<file path="config.mk">
export PLATFORM = sky130hd
export DESIGN_NAME = sfp_norm_row
export DESIGN_NICKNAME = d
export VERILOG_FILES = /design/src/rtl/sfp_pkg.sv /design/src/rtl/sfp_serial_div.sv /design/src/rtl/sfp_norm_row.sv
export SDC_FILE = /design/constraint.sdc
export NUM_CORES = 2
export LEC_CHECK = 0
export ABC_AREA = 1
export BUFFER_PORTS_ARGS = -buffer_cell sky130_fd_sc_hd__buf_2
export CAP_MARGIN = 10
export CORE_MARGIN = 2
export CORE_UTILIZATION = 56
export CTS_CLUSTER_SIZE = 20
export DETAILED_ROUTE_END_ITERATION = 8
export PLACE_DENSITY_LB_ADDON = 0.05
export SYNTH_ARGS = -nofsm -noshare
export SYNTH_HDL_FRONTEND = slang
export SYNTH_SLANG_ARGS = --single-unit
</file>
<file path="constraint.sdc">
create_clock -name clk -period 4.3 [get_ports clk]
set_input_delay 0.86 -clock clk [delete_from_list [all_inputs] [get_ports clk]]
set_output_delay 0.86 -clock clk [all_outputs]
set_load 0.05 [all_outputs]
</file>
<file path="src/rtl/sfp_pkg.sv">
`default_nettype none
// =============================================================================
// Module   : sfp_pkg
// Brief    : Shared state/mode encodings and cycle-count helper for sfp_norm_row.
// Revision : 1.0
// =============================================================================
package sfp_pkg;

    typedef logic [2:0] state_t;

    localparam state_t ST_IDLE = 3'd0;
    localparam state_t ST_SUM  = 3'd1;
    localparam state_t ST_EXCH = 3'd2;
    localparam state_t ST_DIV  = 3'd3;
    localparam state_t ST_OUT  = 3'd4;

    typedef enum logic [1:0] {
        MODE_PASS    = 2'b00,
        MODE_MAG     = 2'b01,
        MODE_SGN     = 2'b10,
        MODE_MAG_ALT = 2'b11
    } mode_e;

    // One quotient bit per cycle over the full integer-plus-fraction width.
    function automatic int div_cycles(input int bw_psum, input int frac);
        return bw_psum + frac;
    endfunction

endpackage
`default_nettype wire

</file>
<file path="src/rtl/sfp_serial_div.sv">
`default_nettype none
// =============================================================================
// Module   : sfp_serial_div
// Brief    : Bit-serial restoring divider with saturated quotient output.
// Revision : 1.0
// =============================================================================
module sfp_serial_div
    import sfp_pkg::*;
#(
    parameter int NUM_W = 28,
    parameter int DEN_W = 18,
    parameter int Q_W   = 20
) (
    input  logic             clk,
    input  logic             reset,
    input  logic             start,
    input  logic [NUM_W-1:0] num,
    input  logic [DEN_W-1:0] den,
    output logic             done,
    output logic [Q_W-1:0]   quot
);

    logic [DEN_W-1:0] rem_q, rem_d;
    logic [NUM_W-1:0] num_q, num_d;
    logic [DEN_W-1:0] den_q, den_d;
    // Quotient shift register with a marker bit: done once the marker reaches the top.
    logic [NUM_W:0]   qsh_q, qsh_d;
    logic [DEN_W:0]   rem_sh;
    logic             fits;
    logic             active;

    always_ff @(posedge clk or negedge reset) begin
        if (!reset) begin
            rem_q <= '0;
            num_q <= '0;
            den_q <= '0;
            qsh_q <= '0;
        end else begin
            rem_q <= rem_d;
            num_q <= num_d;
            den_q <= den_d;
            qsh_q <= qsh_d;
        end
    end

    always_comb begin
        rem_sh = {rem_q, num_q[NUM_W-1]};
        fits   = (rem_sh >= {1'b0, den_q});
        active = (|qsh_q) && !qsh_q[NUM_W];
        rem_d  = rem_q;
        num_d  = num_q;
        den_d  = den_q;
        qsh_d  = qsh_q;
        if (start) begin
            rem_d = '0;
            num_d = num;
            den_d = den;
            qsh_d = {{NUM_W{1'b0}}, 1'b1};
        end else if (active) begin
            rem_d = fits ? DEN_W'(rem_sh - {1'b0, den_q}) : rem_sh[DEN_W-1:0];
            num_d = {num_q[NUM_W-2:0], 1'b0};
            qsh_d = {qsh_q[NUM_W-1:0], fits};
        end
    end

    assign done = qsh_q[NUM_W];
    assign quot = (|qsh_q[NUM_W-1:Q_W-1]) ? {1'b0, {(Q_W-1){1'b1}}}
                                          : {1'b0, qsh_q[Q_W-2:0]};

endmodule
`default_nettype wire

</file>
<file path="src/rtl/sfp_norm_row.sv">
`default_nettype none
// =============================================================================
// Module   : sfp_norm_row
// Brief    : Per-row SFP normaliser: pass-through or L1-normalised quotient per lane.
// Revision : 1.0
// =============================================================================
module sfp_norm_row
    import sfp_pkg::*;
#(
    parameter int COL     = 8,
    parameter int BW_PSUM = 20,
    parameter int BW_SUM  = 24,
    parameter int SHIFT   = 7,
    parameter int FRAC    = 8
) (
    input  logic                     clk,
    input  logic                     reset,
    input  logic                     in_valid,
    output logic                     in_ready,
    input  logic [COL*BW_PSUM-1:0]   in_data,
    input  logic [1:0]               mode,
    input  logic                     peer_en,
    output logic [BW_SUM-1:0]        sum_local_out,
    output logic                     sum_local_vld,
    input  logic [BW_SUM-1:0]        sum_peer_in,
    input  logic                     sum_peer_vld,
    output logic                     out_valid,
    input  logic                     out_ready,
    output logic [COL*BW_PSUM-1:0]   out_data,
    output logic                     busy
);

    localparam int DIV_CYC = div_cycles(BW_PSUM, FRAC);
    localparam int DEN_W   = BW_SUM - SHIFT + 1;
    localparam int CNT_W   = $clog2(DIV_CYC);
    localparam int ACC_W   = BW_SUM + BW_PSUM;
    localparam logic [CNT_W-1:0]   CNT_LAST = CNT_W'(DIV_CYC - 1);
    localparam logic [BW_PSUM-1:0] LANE_MAX = {1'b0, {(BW_PSUM-1){1'b1}}};
    localparam logic [BW_PSUM-1:0] LANE_MIN = {1'b1, {(BW_PSUM-1){1'b0}}};

    state_t                   state_q, state_d;
    logic [CNT_W-1:0]         cnt_q, cnt_d;
    logic                     norm_q, norm_d;
    logic                     sgn_q, sgn_d;
    logic                     peer_en_q, peer_en_d;
    logic                     rdy_en_q;
    logic [COL-1:0]           neg_q, neg_d;
    logic [COL*BW_PSUM-1:0]   data_q, data_d;
    logic [BW_SUM-1:0]        sum_local_q, sum_local_d;

    logic                     w_accept;
    logic                     w_peer_go;
    logic [BW_SUM-1:0]        w_peer;
    logic [DEN_W-1:0]         w_den;
    logic [ACC_W-1:0]         w_acc;
    logic [BW_SUM-1:0]        w_sum_sat;
    logic [COL*BW_PSUM-1:0]   w_abs;
    logic [COL*BW_PSUM-1:0]   w_res;
    logic [COL-1:0]           w_neg;
    logic [COL-1:0]           div_done;
    logic                     div_start;

    assign w_accept  = in_valid && in_ready;
    assign w_peer_go = sum_peer_vld || !peer_en_q;
    assign w_peer    = peer_en_q ? sum_peer_in : '0;
    // Each term is pre-shifted, so the +1 keeps the denominator nonzero without overflow.
    assign w_den     = DEN_W'((BW_SUM+1)'(sum_local_q >> SHIFT)
                            + (BW_SUM+1)'(w_peer >> SHIFT)
                            + (BW_SUM+1)'(1));

    for (genvar i = 0; i < COL; i++) begin : g_lane
        logic [BW_PSUM-1:0] lane_in;
        logic [BW_PSUM-1:0] quot;

        assign lane_in  = in_data[i*BW_PSUM +: BW_PSUM];
        assign w_neg[i] = lane_in[BW_PSUM-1];
        assign w_abs[i*BW_PSUM +: BW_PSUM] = (lane_in == LANE_MIN) ? LANE_MAX
                                           : (w_neg[i] ? -lane_in : lane_in);

        sfp_serial_div #(
            .NUM_W (DIV_CYC),
            .DEN_W (DEN_W),
            .Q_W   (BW_PSUM)
        ) u_div (
            .clk   (clk),
            .reset (reset),
            .start (div_start),
            .num   ({data_q[i*BW_PSUM +: BW_PSUM], {FRAC{1'b0}}}),
            .den   (w_den),
            .done  (div_done[i]),
            .quot  (quot)
        );

        assign w_res[i*BW_PSUM +: BW_PSUM] = (sgn_q && neg_q[i]) ? -quot : quot;
    end

    always_comb begin : p_sum
        w_acc = '0;
        for (int i = 0; i < COL; i++) begin
            w_acc = w_acc + ACC_W'(data_q[i*BW_PSUM +: BW_PSUM]);
        end
        w_sum_sat = (|w_acc[ACC_W-1:BW_SUM]) ? '1 : w_acc[BW_SUM-1:0];
    end

    always_ff @(posedge clk or negedge reset) begin : p_state
        if (!reset) begin
            state_q     <= ST_IDLE;
            cnt_q       <= '0;
            norm_q      <= 1'b0;
            sgn_q       <= 1'b0;
            peer_en_q   <= 1'b0;
            rdy_en_q    <= 1'b0;
            neg_q       <= '0;
            data_q      <= '0;
            sum_local_q <= '0;
        end else begin
            state_q     <= state_d;
            cnt_q       <= cnt_d;
            norm_q      <= norm_d;
            sgn_q       <= sgn_d;
            peer_en_q   <= peer_en_d;
            rdy_en_q    <= 1'b1;
            neg_q       <= neg_d;
            data_q      <= data_d;
            sum_local_q <= sum_local_d;
        end
    end

    always_comb begin : p_next
        state_d = state_q;
        case (state_q)
            ST_IDLE: if (w_accept) state_d = (mode == MODE_PASS) ? ST_OUT : ST_SUM;
            ST_SUM:  state_d = ST_EXCH;
            ST_EXCH: if (w_peer_go) state_d = ST_DIV;
            ST_DIV:  if (cnt_q == CNT_LAST) state_d = ST_OUT;
            ST_OUT:  if (out_ready) state_d = ST_IDLE;
            default: state_d = ST_IDLE;
        endcase
    end

    always_comb begin : p_data
        cnt_d       = cnt_q;
        norm_d      = norm_q;
        sgn_d       = sgn_q;
        peer_en_d   = peer_en_q;
        neg_d       = neg_q;
        data_d      = data_q;
        sum_local_d = sum_local_q;
        div_start   = 1'b0;
        if (w_accept) begin
            norm_d    = (mode != MODE_PASS);
            sgn_d     = (mode == MODE_SGN);
            peer_en_d = peer_en;
            neg_d     = w_neg;
            data_d    = (mode == MODE_PASS) ? in_data : w_abs;
        end
        case (state_q)
            ST_SUM:  sum_local_d = w_sum_sat;
            ST_EXCH: if (w_peer_go) begin
                div_start = 1'b1;
                cnt_d     = '0;
            end
            ST_DIV:  cnt_d = cnt_q + CNT_W'(1);
            default: ;
        endcase
    end

    always_comb begin : p_out
        in_ready      = (state_q == ST_IDLE) && rdy_en_q;
        out_valid     = (state_q == ST_OUT);
        sum_local_vld = (state_q == ST_EXCH);
        busy          = (state_q != ST_IDLE);
        sum_local_out = sum_local_q;
        out_data      = norm_q ? w_res : data_q;
    end

    a_div_done: assert property (@(posedge clk) disable iff (!reset)
        (state_q == ST_OUT && norm_q) |-> (&div_done));

endmodule
`default_nettype wire
</file>
==> flow_summary.json <==
{
  "outcome": "finished clean",
  "period_minus_slack_ns": 4.23,
  "syn-num-nets": 7987,
  "grt_use_total_pct": 37.5,
  "htreeDepth": 3,
  "clk_latency_ns": 0.68,
  "die_area_um2": 100000,
  "place_inst": 9104,
  "cap_violations": 0,
  "final_cell_mix": "nand2_1, inv_1, nand3_1, dfrtp_1, nor2_1",
  "cts_hold_repair.buffers": 0,
  "rsz0062_at_grt": "true",
  "criticalPathCategory": "register to register",
  "fin_hold_ws_ns": 0.288,
  "antenna_found_initial": 5,
  "syn_to_final_growth_pct": 15.7,
  "yosysUniqueCellTypes": 58,
  "crit_chain": "fa_1 -> inv_1 -> fa_1 -> fa_1 -> inv_1 -> fa_1 -> ha_4 -> fa_2 -> nand3_4 -> nor2_4 -> nor2_4 -> buf_4 -> o21ai_2 -> or2_2 -> nand3_1 -> nand2_1",
  "endpoint_kind": "register",
  "die_w_um": 316,
  "cts.sinks": 757,
  "syn-cell-area_um2": 54600,
  "hold_viol": 0,
  "avgSynthCellArea_um2": 7.31,
  "io_buffers": 371,
  "vias": 54400,
  "grt_overflow": 0,
  "worst_r2r_endpoint": "sum_local_out[16]",
  "cts_made_buffers": 91,
  "cts_root_buffer": "clkbuf_16",
  "tightest_slew_ns": 1.09,
  "synth-edff-count": 0,
  "setup_violations": 0,
  "cts.path.max_buffers": 3,
  "worstPathRequired_ns": 4.86,
  "worst-r2r-setup-slack_ns": 0.07,
  "drc": 0,
  "drive_gt1_share_pct": 13.6,
  "finalNonFillerCells": 9307,
  "yosysSeqAreaShare_pct": 34.7,
  "via_per_inst": 5.85,
  "drt-pass1-iter-count": 6,
  "slowest_delay_ns": 0.56,
  "fillers": 8665,
  "nNetsFinal": 8477,
  "cp.arrival_ns": 4.79,
  "cts_tree": "done",
  "start_util_pct": 56.4,
  "layout_commonest_cell": "nand2_1",
  "fmax_ghz": 0.237,
  "ys_async_sr_fraction_pct": 100,
  "grt_pass1_wl_um": 290000,
  "grt_start_max_net_pins": 112,
  "startpoint_type": "register",
  "path_clk_slew_ns": 0.06,
  "dieHeight_um": 316,
  "netlist_instances": 7467,
  "critPathSlowestCell": "fa_1",
  "rr_startpoint": "data_q[0]",
  "finClkSkew_ns": 0.0314,
  "relSlewSlack_pct": 27.1,
  "totalWireLength_um": 191000,
  "coreArea_um2": 96700,
  "ff2ff_path_depth": 16,
  "grt_pass1_vias": 50100,
  "wl_per_cell_um": 20.5,
  "yosys_warnings": 0,
  "drv_slew": 0,
  "gp_congestion": 0.980,
  "final_antenna_net_count": 0,
  "cp_max_fo": 3,
  "hold_class": "input pin to asynchronous set/reset pin",
  "path_common_cell": "fa_1",
  "synth_ff_type": "dfrtp_1",
  "pin_count": 380,
  "synth_seq_cells": 757,
  "dr.first_iter.drc_count": 5878,
  "row_count": 114,
  "period_share_pct": 98.3,
  "dp_hpwl_um": 143000
}
==> kinds of logic after synthesis <==
family,synth area share (%)
compound gates,12.7
simple gates,29.4
other cells,0.0138
buf+inv,9.59
flops,34.7
xor+xnor,4.32
fa+ha+maj,9.28
==> worst max-delay path by stage <==
stage                         to  slack (ns)  cells past startpoint                      start
2_1_floorplan  sum_local_out[14]        0.04                     17                  data_q[2]
3_3_place_gp   sum_local_out[14]       -0.17                     17                  data_q[2]
3_5_place_dp   sum_local_out[14]       -0.14                     17                  data_q[2]
4_1_cts        sum_local_out[14]       0.002                     18                  data_q[3]
5_1_grt            out_data[158]       -0.05                     17  g_lane[7].u_div.qsh_q[24]
6_report       sum_local_out[16]        0.07                     16                  data_q[0]
==> timing repair <==
action	CTS	global route
pin swaps	14	59
setup endpoints to repair	42	64
cloned	1	2
setup buffers	5	28
gates resized for setup	44	195
endpoints found under the hold margin	0	0
==> registers in the layout, indices dropped and copies added, names as in the netlist <==
register / flops
g_lane.u_div.qsh_q: 232
g_lane.u_div.den_q: 18
sum_local_out: 23
cnt_q: 5
data_q: 160
sgn_q: 1
peer_en_q: 1
g_lane.u_div.num_q: 160
state_q: 3
rdy_en_q: 1
g_lane.u_div.rem_q: 144
neg_q: 8
norm_q: 1
==> through the flow <==
step                instance area [um2]  utilization [%]  worst slack, ns  TNS (ns)
floorplan                         54600                -           0.0361         0
global placement                  59000             61.0           -0.173    -0.629
detailed placement                59000             61.0           -0.144    -0.753
CTS                               62300             64.4          0.00229         0
global route                      63100             65.3          -0.0487    -0.248
finish                            63100             65.3           0.0747         0
==> routing by layer <==
layer  up-vias  share of wire (%)  GRT usage [%]
met5         -              0.021              0
met4         6                4.4           14.5
met3       412                8.5           6.72
met2      2396                 44           57.1
met1     26000                 43           53.4
li1      25600                  -              -
==> synth_stat cells, types with 56 or more instances <==
cell type,n,area (um2)
nand2_1,1684,6320
inv_1,1007,3780
nand3_1,970,4850
dfrtp_1,757,18900
nor2_1,575,2160
o21ai_0,429,2150
a21oi_1,208,1040
ha_1,200,2500
xor2_1,185,1620
fa_1,128,2560
buf_2,127,636
o211ai_1,123,923
clkbuf_1,119,447
nand4_1,119,744
o22ai_1,116,726
xnor2_1,84,736
nand3b_1,72,541
nor3_1,63,315
o21ai_1,63,315
nor4_1,56,350
==> critical path, delay by kind of cell (launching register included) <==
kind,cells,cell delay (ns)
adder cells (fa/ha/maj),6,2.53
flip-flops,1,0.40
buffers and inverters,3,0.42
AO/OA/AOI/OAI,1,0.07
AND/OR/NAND/NOR,6,0.69
==> area by class of cell <==
cell class / count / area [um2] / area share (%)
clock buffer: 121 / 2620 / 4.14
inverter: 1029 / 3880 / 6.14
timing repair buffer: 680 / 4490 / 7.11
sequential: 757 / 18900 / 30.0
multi-input combinational: 5398 / 31200 / 49.3
antenna: 1 / 2.50 / 0.00396
clock inverter: 45 / 459 / 0.727
tap: 1276 / 1600 / 2.53
Power is left out: the tool's default activity adds up to more than one toggle a clock period on the data nets, which glitch-free logic cannot reach.
